## src/rtl/clint_pkg.sv

```systemverilog
// Shared definitions for the CLINT machine timer: register offsets, CTRL field
// positions and reset constants.
package clint_pkg;

    localparam logic [11:0] OFF_MTIME_LO    = 12'h000;
    localparam logic [11:0] OFF_MTIME_HI    = 12'h004;
    localparam logic [11:0] OFF_MTIMECMP_LO = 12'h008;
    localparam logic [11:0] OFF_MTIMECMP_HI = 12'h00C;
    localparam logic [11:0] OFF_CTRL        = 12'h010;

    localparam int CTRL_EN_BIT    = 0;
    localparam int CTRL_PRESC_LSB = 8;
    localparam int CTRL_PRESC_MSB = 15;

    localparam logic [63:0] MTIMECMP_RST = 64'hFFFF_FFFF_FFFF_FFFF;

    typedef enum logic [2:0] {
        REG_MTIME_LO,
        REG_MTIME_HI,
        REG_MTIMECMP_LO,
        REG_MTIMECMP_HI,
        REG_CTRL,
        REG_NONE
    } reg_sel_e;

endpackage

```

## src/rtl/clint_prescaler.sv

```systemverilog
// Divides clk_i by presc+1 while enabled; tick is high on the cycle the
// counter sits at presc.
module clint_prescaler (
    input  logic       clk_i,
    input  logic       rst_i,
    input  logic       en,
    input  logic       clr,
    input  logic [7:0] presc,
    output logic       tick
);

    logic [7:0] cnt_q;
    logic [7:0] cnt_d;

    assign tick = en && (cnt_q == presc);

    always_comb begin
        cnt_d = cnt_q + 8'd1;
        if (clr || !en || tick) begin
            cnt_d = '0;
        end
    end

    always_ff @(posedge clk_i) begin
        if (rst_i) begin
            cnt_q <= '0;
        end else begin
            cnt_q <= cnt_d;
        end
    end

endmodule

```

## src/rtl/clint_timer.sv

```systemverilog
// CLINT-style machine timer: 64-bit mtime with prescaler, 64-bit mtimecmp and
// a registered level interrupt, behind a zero-wait-state register bus.
module clint_timer #(
    parameter int DW    = 32,
    parameter int ADDRW = 12
) (
    input  logic             clk_i,
    input  logic             rst_i,
    input  logic             sel_i,
    input  logic             we_i,
    input  logic [ADDRW-1:0] addr_i,
    input  logic [DW-1:0]    wdata_i,
    output logic [DW-1:0]    rdata_o,
    output logic             rvalid_o,
    output logic             t_intr
);

    import clint_pkg::*;

    reg_sel_e         reg_sel;
    logic [ADDRW-1:0] word_addr;
    logic             wr_en;
    logic             rd_en;
    logic             ctrl_wr;
    logic             tick;
    logic             unused_addr_bits;

    logic [63:0]   mtime_q, mtime_d;
    logic [63:0]   mtimecmp_q, mtimecmp_d;
    logic          ctrl_en_q, ctrl_en_d;
    logic [7:0]    ctrl_presc_q, ctrl_presc_d;
    logic [DW-1:0] rdata_q, rdata_d;
    logic          rvalid_q, rvalid_d;
    logic          t_intr_q, t_intr_d;

    assign unused_addr_bits = ^addr_i[1:0];
    assign word_addr        = {addr_i[ADDRW-1:2], 2'b00};
    assign wr_en            = sel_i && we_i;
    assign rd_en            = sel_i && !we_i;
    assign ctrl_wr          = wr_en && (reg_sel == REG_CTRL);

    always_comb begin
        reg_sel = REG_NONE;
        case (word_addr)
            ADDRW'(OFF_MTIME_LO):    reg_sel = REG_MTIME_LO;
            ADDRW'(OFF_MTIME_HI):    reg_sel = REG_MTIME_HI;
            ADDRW'(OFF_MTIMECMP_LO): reg_sel = REG_MTIMECMP_LO;
            ADDRW'(OFF_MTIMECMP_HI): reg_sel = REG_MTIMECMP_HI;
            ADDRW'(OFF_CTRL):        reg_sel = REG_CTRL;
            default:                 reg_sel = REG_NONE;
        endcase
    end

    clint_prescaler u_prescaler (
        .clk_i (clk_i),
        .rst_i (rst_i),
        .en    (ctrl_en_q),
        .clr   (ctrl_wr),
        .presc (ctrl_presc_q),
        .tick  (tick)
    );

    // A write to either mtime half suppresses the tick on that edge entirely,
    // so the other half never sees a carry from a dropped increment.
    always_comb begin
        mtime_d      = mtime_q;
        mtimecmp_d   = mtimecmp_q;
        ctrl_en_d    = ctrl_en_q;
        ctrl_presc_d = ctrl_presc_q;
        if (wr_en && reg_sel == REG_MTIME_LO) begin
            mtime_d[31:0] = wdata_i;
        end else if (wr_en && reg_sel == REG_MTIME_HI) begin
            mtime_d[63:32] = wdata_i;
        end else if (tick) begin
            mtime_d = mtime_q + 64'd1;
        end
        if (wr_en && reg_sel == REG_MTIMECMP_LO) begin
            mtimecmp_d[31:0] = wdata_i;
        end
        if (wr_en && reg_sel == REG_MTIMECMP_HI) begin
            mtimecmp_d[63:32] = wdata_i;
        end
        if (ctrl_wr) begin
            ctrl_en_d    = wdata_i[CTRL_EN_BIT];
            ctrl_presc_d = wdata_i[CTRL_PRESC_MSB:CTRL_PRESC_LSB];
        end
    end

    always_comb begin
        rdata_d  = rdata_q;
        rvalid_d = rd_en;
        t_intr_d = (mtime_q >= mtimecmp_q);
        if (rd_en) begin
            case (reg_sel)
                REG_MTIME_LO:    rdata_d = mtime_q[31:0];
                REG_MTIME_HI:    rdata_d = mtime_q[63:32];
                REG_MTIMECMP_LO: rdata_d = mtimecmp_q[31:0];
                REG_MTIMECMP_HI: rdata_d = mtimecmp_q[63:32];
                REG_CTRL:        rdata_d = {16'h0000, ctrl_presc_q, 7'b0000000, ctrl_en_q};
                default:         rdata_d = '0;
            endcase
        end
    end

    always_ff @(posedge clk_i) begin
        if (rst_i) begin
            mtime_q      <= '0;
            mtimecmp_q   <= MTIMECMP_RST;
            ctrl_en_q    <= 1'b0;
            ctrl_presc_q <= '0;
            rdata_q      <= '0;
            rvalid_q     <= 1'b0;
            t_intr_q     <= 1'b0;
        end else begin
            mtime_q      <= mtime_d;
            mtimecmp_q   <= mtimecmp_d;
            ctrl_en_q    <= ctrl_en_d;
            ctrl_presc_q <= ctrl_presc_d;
            rdata_q      <= rdata_d;
            rvalid_q     <= rvalid_d;
            t_intr_q     <= t_intr_d;
        end
    end

    assign rdata_o  = rdata_q;
    assign rvalid_o = rvalid_q;
    assign t_intr   = t_intr_q;

endmodule
```

## config.mk

```make
export PLATFORM = sky130hd
export DESIGN_NAME = clint_timer
export DESIGN_NICKNAME = d
export VERILOG_FILES = /design/src/rtl/clint_pkg.sv /design/src/rtl/clint_prescaler.sv /design/src/rtl/clint_timer.sv
export SDC_FILE = /design/constraint.sdc
export NUM_CORES = 1
export LEC_CHECK = 0
export ABC_CLOCK_PERIOD_IN_PS = 5820
export BUFFER_PORTS_ARGS = -buffer_cell sky130_fd_sc_hd__buf_4
export CORE_UTILIZATION = 65
export CTS_CLUSTER_DIAMETER = 120
export DETAILED_ROUTE_END_ITERATION = 12
export GPL_TIMING_DRIVEN = 1
export PLACE_DENSITY = 0.94
export SLEW_MARGIN = 15
export SYNTH_ARGS = -nofsm -noshare
export SYNTH_HDL_FRONTEND = slang
export SYNTH_SLANG_ARGS = --single-unit
```

## constraint.sdc

```tcl
create_clock -name clk_i -period 5.82 [get_ports clk_i]
set_input_delay 0.582 -clock clk_i [delete_from_list [all_inputs] [get_ports clk_i]]
set_output_delay 0.582 -clock clk_i [all_outputs]
set_load 0.02 [all_outputs]
```

==> metrics.txt <==
initial antenna violation count 0; Die Ht 127.8 um; total die area 16330 um2; clock power share 0.468; placed inst area 10930 um2; Post-Layout Cell Count 1406; Synth Net Count 1264; DRC 0; hold path cells 3; Reg power frac 0.487; Clk pin slew, worst setup/hold paths 70 ps; CP startpoint kind primary input; CTS Hold Bufs 0; syn_area_per_cell 8.941 um2; Rows 45; share of the yosys chip area belonging to registers 0.3485; clk_skew 10.30 ps; antenna cells 0; critical path peak fanout 39; CP arrival 3510 ps; Routed Antenna Nets 0; maxcap violations 0; top_reg_cell synth dfxtp_1; setup bufs post-CTS 0; CTS resizes 0; Worst Path Required 6120 ps; # port buffers 79; Clock Tree Root clkbuf_16; Worst-Skew Late Latency 450 ps; NumNets Final 1298; Worst IR Drop VDD 0.2258 mV; clock buffer depth 2; EDFF count, synth 0; unrepaired setup endpoints after global routing no; gr usage total 0.3833; Buf/Inv on CP 3; Vias/cell 7.113; critical-path cell list buf_4 > nor4_2 > and3b_1 > inv_1 > nor3_4 > buf_4 > mux2i_1 > nand2_1; Max Slew Vio Count 0; Pint 0.001985 W; min-delay src wdata_i[24]; Net Sw Frac 0.2155; Synth cell types 80; total clock sinks 179; Core ar. 15310 um2; FF+latch count, synth 179; NetSw 0.0005451 W; routed vias 10001; # IOs 82; Synth warnings 0; Crit-path slowest cell nor3_4; DP Cell Count 1375; WHS Endpoint mtimecmp_q[24]; cell family with most CP delay simple AND/OR/NAND/NOR gates; Setup Viol. Count Final 0; area of the mapped netlist 10280 um2; run status complete, no violations; R2R Setup Slk 2670 ps; Cell Pwr Density 219.4 nW/um2; Slew HR 0.2075; wire per inst 21.81 um; TNS Setup 0 ps; GRT Residual Overflow 0; largest net degree at the start of global routing 83; Mapped Cells 1150; ys async rst share 0; worst-margin pin slew 1187 ps; Total Wirelength 30660 um; FF-to-FF path depth 7; post-place setup slack 2201 ps; die width 127.8 um; final hold viol count 0; reg2reg end mtime_q[40]; fin area 11530 um2; nature of the critical path endpoint register; fin crit period 3211 ps; CP max stage delay 900 ps; share of cells above drive strength 1 0.1498; routability cong. 0.9716; Lkg Pwr 4.983 nW; Critical Path Most Common Cell buf_4; RR Startpoint mtime_q[0]; period utilization 0.5517; Fmax 0.3114 GHz; worst min path class in -> reg; final worst slack 2609 ps; H-tree depth 4; final core occ 0.7529; global-route wire length before repair 49010 um; count of TritonRoute iterations in the first routing pass 9; synth-to-layout area growth 12.14%; combinational power share 0.046; CTS tree done; critical path class in -> reg; Fillers 1049; most frequent cells in the layout 179 x dfxtp_1, 119 x nand2_1, 87 x buf_4; most common cell after layout, fill and taps aside dfxtp_1; Starting DRT DRC Count 1452; vias in the first global route 9545; Initial Util 0.6714; CTS Buf Count 17; DP HPWL 19920 um
-- cell families after synthesis --
logic type	Yosys count	synth area share
xor gates and xnor gates	34	0.02896
and+or+nand+nor	382	0.1943
adders and majority gates	66	0.08031
muxes	45	0.08274
AOI/OAI and AO/OA	289	0.2070
DFF	179	0.3485
buffers and inverters	155	0.05817
-- final cells by class --
cell class / instances / area, um2 / area share
multi-input combinational: 816 / 6126 / 0.5312
sequential: 179 / 3583 / 0.3108
timing repair buffer: 88 / 668.1 / 0.05794
clock buffer: 24 / 451.7 / 0.03917
inverter: 82 / 307.8 / 0.02669
tap: 211 / 264.0 / 0.02289
clock inverter: 6 / 130.1 / 0.01128
-- layer usage --
metal  share of wire  global-route usage
met1            0.38              0.4965
met2            0.44              0.5981
met3            0.13             0.09265
met4           0.046              0.1931
met5               0                   0
-- registers in the layout, indices dropped and copies added (netlist names) --
name / cells
mtime_q: 64
mtimecmp_q: 64
rdata_o: 32
ctrl_presc_q: 8
u_prescaler.cnt_q: 8
ctrl_en_q: 1
rvalid_o: 1
t_intr: 1
-- cell usage after synthesis, drive strengths merged (3+ instances only) --
cell,instances,area [um2]
o22ai,4,25.02
and4,12,112.6
nor2b,5,31.28
a211oi,34,255.2
ha,66,825.8
or3,6,37.54
mux4,32,720.7
or2,6,40.05
nor3,19,110.1
a31oi,7,43.79
a311oi,24,210.2
a21o,4,30.03
dfxtp,179,3583
nand4,39,284.0
a22oi,14,105.1
or4,6,48.80
xnor2,6,52.55
nor4,11,87.59
o21ai,37,188.9
a21oi,27,135.1
a22o,23,201.4
inv,82,307.8
xor2,28,245.2
buf,16,76.32
a221oi,5,43.79
o211ai,65,488.0
clkbuf,57,214.0
o31ai,5,37.54
mux2i,13,130.1
nor2,78,302.8
and2,11,68.82
or4b,3,33.78
and3,19,118.9
o21a,5,37.54
o311ai,3,26.28
nand3,36,180.2
nand2,120,452.9
a31o,6,52.55
-- power groups by stage --
stage	registers, W	logic (W)	clock network, W
after floorplan	0.00126	0.0000567	0
after global routing	0.00123	0.000121	0.00123
after CTS	0.00123	0.000112	0.00117
after global placement	0.00126	0.000110	0
final	0.00123	0.000116	0.00118
after detailed placement	0.00126	0.000112	0
-- through the flow --
step,power [W],hold slack [ps]
after floorplan,0.001314,458.4
after global placement,0.001368,434.4
after detailed placement,0.001370,443.4
after CTS,0.002518,403.5
after global routing,0.002583,416.7
final,0.002530,405.4
-- worst min-delay path, delay by kind of cell --
family	cells	cell delay, ps
AOI/OAI and AO/OA	1	80
buffers and inverters	1	100
and+or+nand+nor	1	50
-- worst max path at each step --
| stage | depth (start not counted) | slack [ps] | to | start |
|---|---|---|---|---|
| 2_1_floorplan | 8 | 3450 | mtime_q[30] | addr_i[2] |
| 3_3_place_gp | 8 | 2340 | mtimecmp_q[0] | addr_i[8] |
| 3_5_place_dp | 8 | 2200 | mtimecmp_q[0] | addr_i[8] |
| 4_1_cts | 8 | 2660 | mtimecmp_q[0] | addr_i[8] |
| 5_1_grt | 8 | 2400 | mtimecmp_q[0] | addr_i[8] |
| 6_report | 8 | 2610 | mtimecmp_q[0] | addr_i[8] |
Note: power is estimated with default switching activity, not from simulation.
